**src/rtl/vga_line_sched.sv**
```systemverilog
// Line scheduler for the vga_double scan doubler: locks to the TV line rate and
// emits one page swap / scan-in per TV line, two scan-outs and two VGA hsyncs per TV line.
module vga_line_sched #(
    parameter int unsigned LINE_LEN    = 1792,
    parameter int unsigned CW          = 11,
    parameter int unsigned HS_LEN      = 106,
    parameter int unsigned SCANIN_POS  = 300,
    parameter int unsigned SCANOUT_POS = 150,
    parameter int unsigned LOCK_LINES  = 4
) (
    input  logic clk,
    input  logic rst,
    input  logic tv_line_start,
    output logic swap_start,
    output logic scanin_start,
    output logic scanout_start,
    output logic vga_hs,
    output logic locked
);

    localparam int unsigned HALF = LINE_LEN / 2;
    localparam int unsigned GW   = $clog2(LOCK_LINES + 1);

    localparam logic [CW-1:0] LAST_POS  = CW'(LINE_LEN - 1);
    localparam logic [CW-1:0] HALF_POS  = CW'(HALF);
    localparam logic [CW-1:0] HS_END    = CW'(HS_LEN);
    localparam logic [CW-1:0] SCANIN_P  = CW'(SCANIN_POS);
    localparam logic [CW-1:0] SCANOUT_A = CW'(SCANOUT_POS);
    localparam logic [CW-1:0] SCANOUT_B = CW'(HALF + SCANOUT_POS);
    localparam logic [GW-1:0] LOCK_CNT  = GW'(LOCK_LINES);

    typedef enum logic {
        SEARCH = 1'b0,
        LOCKED = 1'b1
    } state_t;

    state_t        state_q, state_d;
    logic [CW-1:0] lcnt_q, lcnt_d;
    logic [GW-1:0] gcnt_q, gcnt_d;
    logic          swap_q, swap_d;
    logic          scanin_q, scanin_d;
    logic          scanout_q, scanout_d;
    logic          hs_q, hs_d;
    logic          locked_q, locked_d;

    logic          at_end;
    logic          on_time;
    logic          bad_phase;
    logic [CW-1:0] half_pos;

    // Line counter, lock FSM and registered output decodes of the current lcnt/state.
    always_comb begin
        state_d   = state_q;
        gcnt_d    = gcnt_q;
        lcnt_d    = lcnt_q + CW'(1);
        half_pos  = lcnt_q;
        at_end    = (lcnt_q == LAST_POS);
        // A pulse is on time only when it lands on the last count of a line;
        // any other pulse, or reaching the line end without one, breaks the run.
        on_time   = tv_line_start && at_end;
        bad_phase = (tv_line_start && !at_end) || (!tv_line_start && at_end);

        if (tv_line_start || at_end) begin
            lcnt_d = '0;
        end

        case (state_q)
            SEARCH: begin
                if (on_time) begin
                    if (gcnt_q + GW'(1) == LOCK_CNT) begin
                        state_d = LOCKED;
                        gcnt_d  = '0;
                    end else begin
                        gcnt_d = gcnt_q + GW'(1);
                    end
                end else if (bad_phase) begin
                    gcnt_d = '0;
                end
            end
            LOCKED: begin
                if (bad_phase) begin
                    state_d = SEARCH;
                    gcnt_d  = '0;
                end
            end
            default: begin
                state_d = SEARCH;
                gcnt_d  = '0;
            end
        endcase

        // Position within the current VGA half line.
        if (lcnt_q >= HALF_POS) begin
            half_pos = lcnt_q - HALF_POS;
        end

        swap_d    = (lcnt_q == '0);
        hs_d      = (half_pos < HS_END);
        scanin_d  = (lcnt_q == SCANIN_P) && (state_q == LOCKED);
        scanout_d = ((lcnt_q == SCANOUT_A) || (lcnt_q == SCANOUT_B)) && (state_q == LOCKED);
        locked_d  = (state_q == LOCKED);
    end

    // State and output registers with synchronous reset.
    always_ff @(posedge clk) begin
        if (rst) begin
            state_q   <= SEARCH;
            lcnt_q    <= '0;
            gcnt_q    <= '0;
            swap_q    <= 1'b0;
            scanin_q  <= 1'b0;
            scanout_q <= 1'b0;
            hs_q      <= 1'b0;
            locked_q  <= 1'b0;
        end else begin
            state_q   <= state_d;
            lcnt_q    <= lcnt_d;
            gcnt_q    <= gcnt_d;
            swap_q    <= swap_d;
            scanin_q  <= scanin_d;
            scanout_q <= scanout_d;
            hs_q      <= hs_d;
            locked_q  <= locked_d;
        end
    end

    assign swap_start    = swap_q;
    assign scanin_start  = scanin_q;
    assign scanout_start = scanout_q;
    assign vga_hs        = hs_q;
    assign locked        = locked_q;

endmodule

```
**config.mk**
```make
export PLATFORM = sky130hd
export DESIGN_NAME = vga_line_sched
export DESIGN_NICKNAME = d
export VERILOG_FILES = /design/src/rtl/vga_line_sched.sv
export SDC_FILE = /design/constraint.sdc
export NUM_CORES = 1
export LEC_CHECK = 0
export CAP_MARGIN = 20
export CORE_MARGIN = 2
export CORE_UTILIZATION = 50
export DETAILED_ROUTE_END_ITERATION = 12
export GPL_TIMING_DRIVEN = 0
export PLACE_DENSITY = 0.73
export SYNTH_ARGS = -nofsm -noshare
export SYNTH_HDL_FRONTEND = slang
export SYNTH_SLANG_ARGS = --single-unit
```
**constraint.sdc**
```tcl
create_clock -name clk -period 1.6 [get_ports clk]
set_input_delay 0.32 -clock clk [delete_from_list [all_inputs] [get_ports clk]]
set_output_delay 0.32 -clock clk [all_outputs]
set_load 0.03 [all_outputs]
```
==> results.md <==
* Period utilisation layout at 96.1%
* Post-synth net total at 132
* Layout Nets at 146
* Fmax at 650 MHz
* Clock Path Buffers at 2
* CTS tree: yes
* Number of vias per cell at 5.66
* # DRC at 0
* Distinct cells, synth at 31
* Diode count at 0
* Placed Instance Area at 1130 um2
* Fill count at 165
* PD cells at 614 nW/um2
* Number of flops mapped to enable cells by yosys at 0
* Element type at the critical path end: register
* RSZ-0062 raised after global routing: yes
* Placement Rows at 16
* Yosys reg bits at 20
* Worst setup path endpoint: locked_d
* GR Util met3 at 3.37%
* Async SR Flop Fraction at 0%
* Gate Count Post-Synth at 120
* Die area at 2430 um2
* Most frequent cells in the layout: dfxtp_1 (12), inv_1 (8), a21oi_1 (8), nor2_1 (8), nand3_1 (7)
* Cell area after layout at 1310 um2
* Post-DP HPWL at 1340 um
* Routed Antenna Nets at 0
* YS warnings at 0
* Final min period at 1.54 ns
* Initial antenna violation count at 0
* LEAKAGE at 0.473 nW
* Max-Cap Viols at 0
* Worst-path clk slew at 0.12 ns
* Slew of the pin with the lowest slew margin at 0.394 ns
* Iteration-0 DRC count of the detailed router at 21
* Slew Limit Fails at 0
* Synth Cell Area at 1030 um2
* Initial Util at 52.8%
* Worst Setup Path Type: reg2reg
* Tot Pwr at 0.803 mW
* Status: finished clean
* Number of setup violations in the final report at 0
* H-tree lvl count at 1
* Crit path DAT at 1.77 ns
* Met2 Use GR at 31.5%
* Routed wire length at 2210 um
* Critical R2R Launch: lcnt_q[0]
* CP startpoint: lcnt_q[0]
* Core Area at 1940 um2
* Global route overflow at 0
* Worst R2R Path Depth at 8
* IO Count at 8
* Worst-skew pair later-pin latency at 0.30 ns
* Pre-CTS WS at -0.216 ns
* R2r setup slk at 0.06 ns
* Reg-to-Reg End: locked_d
* PortBufs at 6
* M1 GR Usage at 22.2%
* CTS Hold Bufs at 0
* Clock Skews at 0.00496 ns
* Root Buffer: clkbuf_4
* TritonCTS Buffers at 3
* Syn-to-layout area delta at 27.4%
* Max-Slew Margin vs Limit at 73.8%
* Layout cells sized above 1 at 28.0%
* DIE WIDTH at 49.3 um
* Vias in the first global route at 831
* Most used DFF post-synth: dfxtp_1
* Gr usage total at 18.6%
* Initial DRT Pass Iterations at 7
* Final RePlAce weighted congestion at 0.789
* Wire per inst at 13.9 um
* Clk sinks at 20
* Hold Path Class: in2reg
* Via count at 900
* Die extent in y at 49.3 um
* Hold Fails Final Rpt at 0
* Leading cell type in the layout, fill and taps excluded: dfxtp_1
* Syn_area_per_cell at 8.55 um2
* Peak supply drop at 0.581 mV
* Sequential-to-total area share from yosys stat at 39.0%
* First-pass GRT wire length at 3500 um
* Critical path data required time at 1.84 ns
* Largest net degree at the start of global routing at 11
* Crit start category: register
* Worst-path maximum fanout at 3
* Global route hottest layer: met2
* Final WS setup at 0.0620 ns
final cells by class:
type,count,area [um2],share of cell area [%]
plain buffers,5,37.5,2.87
clock buffers,3,22.5,1.72
inverters,9,33.8,2.58
multi-input cells,85,681,52.1
flip-flops and latches,20,415,31.8
well taps,27,33.8,2.58
repair buffers,10,83.8,6.41
per-layer routing:
metal,vias up,wire length [um]
li1,446,-
met1,426,945
met2,22,1130
met3,6,90
met4,0,47
met5,-,0
where the power goes:
| part | switching [mW] | total [mW] | internal, mW |
|---|---|---|---|
| sequential | 0.00323 | 0.505 | 0.502 |
| clock | 0.159 | 0.246 | 0.0879 |
| combinational | 0.0303 | 0.0518 | 0.0215 |
state kept, by name (all words and copies together), names as in the netlist:
name	count
gcnt_q	3
lcnt_q	11
locked	1
locked_d	1
scanin_start	1
scanout_start	1
swap_start	1
vga_hs	1
critical path, stage by stage, from the launching register on:
cell     delay, ns
dfxtp_4       0.37
ha_4          0.15
nand4_4       0.09
nor2_4        0.14
and3_4        0.20
ha_4          0.15
nor2b_4       0.17
a22oi_2       0.06
nor2_1        0.14
cells by family (layout without fill, tap and decap cells):
kind of cell | Yosys count | count (layout) | share of synthesized area, %
AO/OA/AOI/OAI | 21 | 21 | 12.0
buffers and inverters | 15 | 27 | 6.10
AND/OR/NAND/NOR | 51 | 51 | 28.5
XOR/XNOR | 4 | 4 | 3.42
adder cells (fa/ha/maj) | 9 | 9 | 11.0
flip-flops | 20 | 20 | 39.0
stage by stage:
| stage | utilization, % | cells | TNS (ns) | hold WS (ns) |
|---|---|---|---|---|
| after CTS | 62.2 | 158 | 0 | 0.369 |
| after global placement | 58.1 | 153 | -2.31 | 0.470 |
| after global routing | 67.3 | 159 | -0.0610 | 0.423 |
| final | 67.3 | 159 | 0 | 0.380 |
| after floorplan | - | 120 | 0 | 0.443 |
| after detailed placement | 58.1 | 153 | -3.01 | 0.483 |
what timing repair did:
item / in CTS / in global routing
hold endpoints to repair: 0 / 0
pin swaps: 1 / 7
setup buffers: 3 / 1
setup endpoints to repair: 20 / 15
resized for setup: 17 / 21
synth_stat cells, types with 2 or more instances:
cell | number | area share [%]
nand2b_1 | 3 | 1.8
or3_2 | 3 | 2.2
nor4_1 | 4 | 2.4
ha_1 | 9 | 11
nor4b_1 | 2 | 1.7
nor2_1 | 9 | 3.3
inv_1 | 9 | 3.3
or4_1 | 3 | 2.2
clkbuf_1 | 3 | 1.1
xnor2_1 | 3 | 2.6
nor2b_1 | 4 | 2.4
nand3_1 | 9 | 4.4
a21oi_1 | 9 | 4.4
nand2_1 | 7 | 2.6
dfxtp_1 | 20 | 39
o31ai_1 | 3 | 2.2
o21ai_0 | 5 | 2.4
buf_2 | 2 | 0.98
worst min path at each step:
stage                          from   endpoint  slack, ns  cells past startpoint
final                           rst  gcnt_q[0]       0.38                      2
after global routing            rst  gcnt_q[0]       0.42                      2
after CTS                       rst   locked_d       0.37                      2
after detailed placement  lcnt_q[0]  lcnt_q[0]       0.48                      1
after global placement    lcnt_q[0]  lcnt_q[0]       0.47                      1
after floorplan           lcnt_q[0]  lcnt_q[0]       0.44                      1
(Power assumes the default switching activity.)
